$ cat src/rtl/rom_arb_pkg.sv
// Shared types and defaults for the two-port program ROM arbiter.
package rom_arb_pkg;

  localparam int unsigned ADDR_W_DEF   = 16;
  localparam int unsigned DATA_W_DEF   = 16;
  localparam int unsigned ROM_LAST_DEF = 254;

  typedef enum logic {
    PORT_IF = 1'b0,
    PORT_OP = 1'b1
  } port_e;

  typedef struct packed {
    logic [DATA_W_DEF-1:0] data;
    logic                  err;
  } rsp_entry_t;

endpackage

$ cat src/rtl/rom_rsp_fifo.sv
// Show-ahead response FIFO; head entry is presented whenever valid_o is high.
module rom_rsp_fifo #(
  parameter int unsigned WIDTH = 17,
  parameter int unsigned DEPTH = 4
) (
  input  logic             clk,
  input  logic             rst,
  input  logic             wr_en_i,
  input  logic [WIDTH-1:0] wr_data_i,
  input  logic             rd_en_i,
  output logic             valid_o,
  output logic [WIDTH-1:0] rd_data_o
);

  localparam int unsigned PW = (DEPTH > 1) ? $clog2(DEPTH) : 1;
  localparam int unsigned CW = $clog2(DEPTH + 1);

  logic [WIDTH-1:0] mem_q [DEPTH];
  logic [PW-1:0]    wr_ptr_q, rd_ptr_q;
  logic [CW-1:0]    cnt_q;
  logic             pop;

  function automatic logic [PW-1:0] ptr_inc(input logic [PW-1:0] p);
    return (p == PW'(DEPTH - 1)) ? '0 : p + 1'b1;
  endfunction

  assign pop     = rd_en_i && (cnt_q != '0);
  assign valid_o = (cnt_q != '0);
  // Empty FIFO presents zero so idle outputs never show stale storage.
  assign rd_data_o = valid_o ? mem_q[rd_ptr_q] : '0;

  always_ff @(posedge clk) begin
    if (!rst) begin
      wr_ptr_q <= '0;
      rd_ptr_q <= '0;
      cnt_q    <= '0;
    end else begin
      if (wr_en_i) wr_ptr_q <= ptr_inc(wr_ptr_q);
      if (pop)     rd_ptr_q <= ptr_inc(rd_ptr_q);
      cnt_q <= cnt_q + CW'(wr_en_i) - CW'(pop);
    end
  end

  always_ff @(posedge clk) begin
    if (wr_en_i) mem_q[wr_ptr_q] <= wr_data_i;
  end

endmodule

$ cat src/rtl/rom_port_arbiter.sv
// Arbitrates IF and OP reads onto one registered-output ROM, with credit-
// limited in-order response FIFOs per port (accept-to-response = 3 cycles).
module rom_port_arbiter
  import rom_arb_pkg::*;
#(
  parameter int unsigned ADDR_W     = ADDR_W_DEF,
  parameter int unsigned DATA_W     = DATA_W_DEF,
  parameter int unsigned ROM_LAST   = ROM_LAST_DEF,
  parameter int unsigned FIFO_DEPTH = 4,
  parameter int unsigned RR_MODE    = 1
) (
  input  logic              clk,
  input  logic              rst,
  input  logic              if_req_valid,
  output logic              if_req_ready,
  input  logic [ADDR_W-1:0] if_req_addr,
  output logic              if_rsp_valid,
  input  logic              if_rsp_ready,
  output logic [DATA_W-1:0] if_rsp_data,
  output logic              if_rsp_err,
  input  logic              op_req_valid,
  output logic              op_req_ready,
  input  logic [ADDR_W-1:0] op_req_addr,
  output logic              op_rsp_valid,
  input  logic              op_rsp_ready,
  output logic [DATA_W-1:0] op_rsp_data,
  output logic              op_rsp_err,
  output logic [ADDR_W-1:0] rom_addr,
  input  logic [DATA_W-1:0] rom_data
);

  localparam int unsigned CW = $clog2(FIFO_DEPTH + 1);

  logic [CW-1:0]     cnt_if_q, cnt_if_d, cnt_op_q, cnt_op_d;
  port_e             rr_last_q, rr_last_d;
  logic              elig_if, elig_op, gnt_if, gnt_op, acc, acc_err;
  port_e             acc_tag;
  logic [ADDR_W-1:0] acc_addr, rom_addr_q;
  logic              s1_vld_q, s1_err_q, s2_vld_q, s2_err_q;
  port_e             s1_tag_q, s2_tag_q;
  logic              hs_if, hs_op, wr_if, wr_op;
  logic [DATA_W-1:0] wr_data;
  logic [DATA_W:0]   wr_entry, if_head, op_head;

  always_comb begin
    elig_if  = if_req_valid && (cnt_if_q < CW'(FIFO_DEPTH));
    elig_op  = op_req_valid && (cnt_op_q < CW'(FIFO_DEPTH));
    gnt_if   = 1'b0;
    gnt_op   = 1'b0;
    if (elig_if && elig_op) begin
      if ((RR_MODE != 0) && (rr_last_q == PORT_OP)) gnt_if = 1'b1;
      else                                          gnt_op = 1'b1;
    end else begin
      gnt_if = elig_if;
      gnt_op = elig_op;
    end
    acc       = gnt_if || gnt_op;
    acc_tag   = gnt_op ? PORT_OP : PORT_IF;
    acc_addr  = gnt_op ? op_req_addr : if_req_addr;
    acc_err   = (acc_addr > ADDR_W'(ROM_LAST));
    rr_last_d = acc ? acc_tag : rr_last_q;
  end

  assign if_req_ready = gnt_if;
  assign op_req_ready = gnt_op;
  assign hs_if        = if_rsp_valid && if_rsp_ready;
  assign hs_op        = op_rsp_valid && op_rsp_ready;
  // Credits cover in-flight reads too, so a FIFO write can never find it full.
  assign cnt_if_d     = cnt_if_q + CW'(gnt_if) - CW'(hs_if);
  assign cnt_op_d     = cnt_op_q + CW'(gnt_op) - CW'(hs_op);

  always_ff @(posedge clk) begin
    if (!rst) begin
      cnt_if_q   <= '0;
      cnt_op_q   <= '0;
      rr_last_q  <= PORT_OP;
      rom_addr_q <= '0;
      s1_vld_q   <= 1'b0;
      s1_err_q   <= 1'b0;
      s1_tag_q   <= PORT_IF;
      s2_vld_q   <= 1'b0;
      s2_err_q   <= 1'b0;
      s2_tag_q   <= PORT_IF;
    end else begin
      cnt_if_q  <= cnt_if_d;
      cnt_op_q  <= cnt_op_d;
      rr_last_q <= rr_last_d;
      if (acc && !acc_err) rom_addr_q <= acc_addr;
      s1_vld_q <= acc;
      s1_err_q <= acc_err;
      s1_tag_q <= acc_tag;
      s2_vld_q <= s1_vld_q;
      s2_err_q <= s1_err_q;
      s2_tag_q <= s1_tag_q;
    end
  end

  assign rom_addr = rom_addr_q;
  assign wr_data  = s2_err_q ? '0 : rom_data;
  assign wr_entry = {wr_data, s2_err_q};
  assign wr_if    = s2_vld_q && (s2_tag_q == PORT_IF);
  assign wr_op    = s2_vld_q && (s2_tag_q == PORT_OP);

  rom_rsp_fifo #(.WIDTH(DATA_W + 1), .DEPTH(FIFO_DEPTH)) u_if_fifo (
    .clk       (clk),
    .rst       (rst),
    .wr_en_i   (wr_if),
    .wr_data_i (wr_entry),
    .rd_en_i   (if_rsp_ready),
    .valid_o   (if_rsp_valid),
    .rd_data_o (if_head)
  );

  rom_rsp_fifo #(.WIDTH(DATA_W + 1), .DEPTH(FIFO_DEPTH)) u_op_fifo (
    .clk       (clk),
    .rst       (rst),
    .wr_en_i   (wr_op),
    .wr_data_i (wr_entry),
    .rd_en_i   (op_rsp_ready),
    .valid_o   (op_rsp_valid),
    .rd_data_o (op_head)
  );

  assign {if_rsp_data, if_rsp_err} = if_head;
  assign {op_rsp_data, op_rsp_err} = op_head;

endmodule

$ cat config.mk
export PLATFORM = sky130hd
export DESIGN_NAME = rom_port_arbiter
export DESIGN_NICKNAME = d
export VERILOG_FILES = /design/src/rtl/rom_arb_pkg.sv /design/src/rtl/rom_rsp_fifo.sv /design/src/rtl/rom_port_arbiter.sv
export SDC_FILE = /design/constraint.sdc
export NUM_CORES = 1
export LEC_CHECK = 0
export BUFFER_PORTS_ARGS = -buffer_cell sky130_fd_sc_hd__buf_2
export CORE_MARGIN = 4
export CORE_UTILIZATION = 40
export DETAILED_ROUTE_END_ITERATION = 8
export PLACE_DENSITY = 0.66
export REMOVE_ABC_BUFFERS = 1
export SETUP_SLACK_MARGIN = 0.05
export SLEW_MARGIN = 20
export SYNTH_ARGS = -nofsm -noshare
export SYNTH_HDL_FRONTEND = slang
export SYNTH_HIERARCHICAL = 1
export SYNTH_SLANG_ARGS = --single-unit
$ cat constraint.sdc
create_clock -name clk -period 5.45 [get_ports clk]
set_clock_uncertainty 0.1 [all_clocks]
set_input_delay 0.545 -clock clk [delete_from_list [all_inputs] [get_ports clk]]
set_output_delay 0.545 -clock clk [all_outputs]
set_load 0.03 [all_outputs]
* After elaboration in Yosys (flattened, before gate mapping)
Memory sizes are Yosys's and may differ from the RTL's. A register that Yosys moved wholly into a read port is not among the register bits. Index checks and enable logic that the tools add are counted. W data, S select, Z words.
Operators by class: bitwise gates (word level) 1, $lt $le $gt $ge 3, muxes and demuxes 21, eq/ne operators 4, add/subtract/negate cells 12, reductions and logical operators 12
Operators with widths (number):
- $mux W17 | 2
- $mux W16 | 2
- $gt A16 B8 Y1 const B | 1
- $mux W2 | 8
- $add A3 B1 Y3 | 4
- $sub A3 B1 Y3 | 4
- $mux W1 | 9
- $add A2 B1 Y2 const B | 4
- $eq A2 B2 Y1 const B | 4
- $logic_and A1 B1 Y1 | 8
- $lt A3 B3 Y1 const B | 2
- $reduce_bool A3 Y1 | 2
- $logic_not A1 Y1 | 1
- $logic_or A1 B1 Y1 | 1
- $not A1 Y1 | 1
Word-level totals: memory bits (writable) 136, flip-flop bits (word level) 43, word-level logic and storage cells 71, input port bits 54, memories 2, output and inout port bits 54
Memories:
- u_if_fifo.mem_q | words 4, width 17, rd ports 1, clocked after Yosys merged registers in 1, wr ports 1, RTL line rom_rsp_fifo.sv:18 | logic [WIDTH-1:0] mem_q [DEPTH];
- u_op_fifo.mem_q | words 4, width 17, rd ports 1, clocked after Yosys merged registers in 1, wr ports 1, RTL line rom_rsp_fifo.sv:18

* Longest topological paths before layout
word-level depth 8, gate-level depth with buffers 12

* Hierarchy
Netlist, hierarchy kept.
Modules (own cells, without submodules):
- rom_rsp_fifo | area each 3084.2 sq um, cells an instance 153, instances 2
- rom_port_arbiter | area each 1360.1 sq um, cells an instance 142, instances 1

* Worst setup path before layout
OpenSTA, ideal clock, no wires.
path type reg-to-reg, start reg u_if_fifo.cnt_q[1], end reg cnt_if_q[2], setup slack 2700 ps, arrival time 2530 ps, required time 5230 ps, cell stages (with the launch flop) 13, period minus slack after synthesis 2750 ps, cell sequence dfxtp_1 -> or3_1 -> clkbuf_1 -> clkbuf_1 -> and2_1 -> ha_1 -> inv_1 -> ha_1 -> inv_1 -> fa_1 -> xor2_1 -> xnor2_1 -> nor2_1
Between the ends: word-level cells in the longest chain between the ends 3
RTL lines:
- from (decl) | RTL line rom_rsp_fifo.sv:20 | logic [CW-1:0] cnt_q;
- from (signal assigned) | RTL line rom_rsp_fifo.sv:40 | cnt_q <= cnt_q + CW'(wr_en_i) - CW'(pop);
- $reduce_bool A3 Y1 | RTL line rom_rsp_fifo.sv:28 | assign valid_o = (cnt_q != '0);
- net if_rsp_valid | RTL line rom_port_arbiter.sv:17 | output logic if_rsp_valid,
- $logic_and A1 B1 Y1 | RTL line rom_port_arbiter.sv:66 | assign hs_if = if_rsp_valid && if_rsp_ready;
- $sub A3 B1 Y3 | RTL line rom_port_arbiter.sv:69 | assign cnt_if_d = cnt_if_q + CW'(gnt_if) - CW'(hs_if);
- to (signal assigned) | RTL line rom_port_arbiter.sv:85 | cnt_if_q <= cnt_if_d;
- to (decl) | RTL line rom_port_arbiter.sv:34 | logic [CW-1:0] cnt_if_q, cnt_if_d, cnt_op_q, cnt_op_d;
The timed path passes the listed nets, and every way through them passes these cells. A chain may end at the register's enable or synchronous reset.

* Worst setup path in the final report
start reg u_if_fifo.cnt_q[1], end reg cnt_if_q[2]
Between the ends: word-level cells in the longest chain between the ends 3
RTL lines (RTL line):
- $reduce_bool A3 Y1 | rom_rsp_fifo.sv:28
- $logic_and A1 B1 Y1 | rom_port_arbiter.sv:66
- $sub A3 B1 Y3 | rom_port_arbiter.sv:69
No other way between the ends.

==> metrics.yaml <==
cells_and_area:
  final_nets: 631
  drive_above_1_share_pct: 29.0
  final_util_pct: 48.3
  area_growth_syn_to_layout_pct: 16.8
  antenna_cells: 0
synthesis:
  muxShareOfSynthArea_pct: 13.5
  yosys_warnings: 6
  netlist_instances: 448
  ys_async_sr_fraction_pct: 0
  synth_top_area_share_pct: 54.2
  synth_top_family_by_area: "multiplexers"
  syn_avg_cell_area_um2: 16.8
  yosys-top-cells-area: "edfxtp_1, dfxtp_1, mux4_2"
  netlist_area_um2: 7530
  ys.flop_type: "edfxtp_1"
  ys_ff_latch: 183
  synth_edf_count: 136
  yosysSeqAreaShare_pct: 66.7
  synth_fa_ha_area_share_pct: 3.72
  synth-xor-area-share_pct: 1.06
  synth_compound_area_share_pct: 2.41
  yosys.area_share.simple_pct: 9.91
  post_synth_num_cell_types: 35
  synth_area_leader_cell: "edfxtp_1"
sta:
  worstMarginPinSlew_ns: 1.02
  max_freq_mhz: 356
  period_share_pct: 51.5
  setup_viol_count_final: 0
  rsz0062_at_grt: "no"
  whs_ns: 0.336
  fin_crit_ns: 2.81
  slew_headroom_pct: 31.8
  final_hold_viol_count: 0
  finalSetupTns_ns: 0
  report.final.slew_viol_count: 0
setup_path:
  end_kind: "flop"
  critPathMaxFanout: 19
  crit_family: "simple AND/OR/NAND/NOR gates"
  slowest_delay_ns: 0.66
  worst-setup-path-type: "flop to flop"
  slowest_stage: "or3_1"
  cp_num_buf_inv: 2
  cp.required_ns: 5.67
  r2r_setup_slack_ns: 2.64
  start_kind: "flop"
  worstPathArrival_ns: 3.02
  crit_chain: "or3_1 > and2_1 > ha_1 > inv_1 > ha_1 > inv_1 > fa_1 > xor2_1 > xnor2_1 > nor2_1"
place:
  port_buffers: 107
  dp_hpwl_um: 9890
  gp_congestion: 0.775
power:
  design_power_total_mw: 3.86
  max-vdd-ir-drop_mv: 0.234
  leakage_nw: 3.38
  power.density_nw_per_um2: 440
route:
  routed_via_density: 5.14
  remaining_drc_errors: 0
  vias: 4102
  dr.pass1.iters: 4
  antenna_left: 0
  drtIter0Drc: 162
  routedWlPerCell_um: 18.4
  wl_um: 14700
floorplan:
  die_area_um2: 21100
  rows: 49
  start_util_pct: 41.3
  core-area_um2: 18200
  ios: 108
  die_h_um: 145
  die_w_um: 145
clock_tree:
  cts_root_buf: "clkbuf_16"
  htree_levels: 4
  cts_tree: "done"
  cts_max_path_buffers: 2
  clock_sinks: 183
  cts.clk_slew.worst_paths_ns: 0.06
  clock_latency_ns: 0.43
  hold_buffers: 0
  post_cts_buffers: 0
  cts_buffers: 17
  cts_resized: 0
worst_hold_path:
  hold_class: "flop to flop"
job:
  maxCapViolations: 0
run_status:
  status: "finished, final reports clean"
global_route:
  grt-ovfl-total: 0
  grt.total_usage_pct: 14.2
  grt_pass1_vias: 4407
  grt_pass1_wl_um: 23300
  grt_max_degree: 28
  antenna_found_initial: 2
==> where the power goes <==
| group | switching, mW | leakage (nW) | internal (mW) | total (mW) |
|---|---|---|---|---|
| clock network | 0.490 | 0.275 | 0.669 | 1.16 |
| logic | 0.591 | 1.49 | 0.429 | 1.02 |
| registers | 0.111 | 1.62 | 1.57 | 1.69 |
| total | 1.19 | 3.38 | 2.67 | 3.86 |
==> Yosys cell counts (4+ instances only) <==
library cell / count
o21ai_0: 8
nor4_1: 4
o311a_1: 8
or3b_2: 4
and2_1: 60
inv_1: 18
clkbuf_1: 7
mux2i_1: 20
fa_1: 4
mux4_2: 20
nand2_1: 8
nor2_1: 16
dfxtp_1: 47
buf_2: 6
edfxtp_1: 136
nand4_1: 4
ha_1: 16
mux4_1: 14
nor2b_1: 18
==> logic make-up after synthesis <==
logic type	after synthesis
AO/OA/AOI/OAI	24
XOR/XNOR	6
adder cells (fa/ha/maj)	20
buffers and inverters	36
flip-flops	183
multiplexers	54
AND/OR/NAND/NOR	125
==> final cells by class <==
| type | count | area (µm²) |
|---|---|---|
| Fill cell | 1539 | 9420 |
| Sequential cell | 183 | 5030 |
| Tap cell | 229 | 287 |
| Inverter | 18 | 67.6 |
| Clock inverter | 13 | 130 |
| Timing Repair Buffer | 108 | 543 |
| Clock buffer | 18 | 429 |
| Multi-Input combinational cell | 229 | 2310 |
==> worst paths after layout <==
path                                               startpoint                      to  cells after the start
worst max-delay path            u_if_fifo/cnt_q[1]$_SDFF_PN0_  cnt_if_q[2]$_SDFF_PN0_                     10
worst min-delay path                      s1_tag_q$_SDFF_PN0_     s2_tag_q$_SDFF_PN0_                      1
worst min register to register            s1_tag_q$_SDFF_PN0_     s2_tag_q$_SDFF_PN0_                      1
worst max register to register  u_if_fifo/cnt_q[1]$_SDFF_PN0_  cnt_if_q[2]$_SDFF_PN0_                     10
==> state kept, by name (all words and copies together), names as in the netlist, 3 cells and up, named ones only <==
name and count:
cnt_op_q 3, u_op_fifo/cnt_q 3, cnt_if_q 3, rom_addr 16
u_if_fifo/mem_q 68, u_op_fifo/mem_q 68, u_if_fifo/cnt_q 3
==> placed cells by master, fill, tap and decap left out, drive strengths merged, types with 4 or more instances in the layout <==
cell and n:
dfxtp 47, edfxtp 136, fa 4, o21ai 8, mux2i 20, nor4 5
nand4 4, nand2 8, and2 60, or3b 4, nor2b 18, o311a 8
clkbuf 18, inv 20, nor2 16, clkinv 8, ha 16, buf 108
mux4 34
==> layer usage <==
metal  track usage [%]  vias to the layer above  wire length, µm
met5                 0                        -               31
met4              5.37                        4              279
met3              5.05                       18              894
met2              24.3                      128             7350
met1              16.7                     2037             6100
li1                  -                     1915                -
==> stage by stage <==
stage	setup WS [ns]	instance area, µm²	instances
after floorplan	2.73	7400	430
after detailed placement	2.51	8230	767
after global routing	2.44	8790	798
final	2.64	8790	798
after CTS	2.22	8790	798
after global placement	2.61	8230	767
Power figures use the tool's default switching activity.
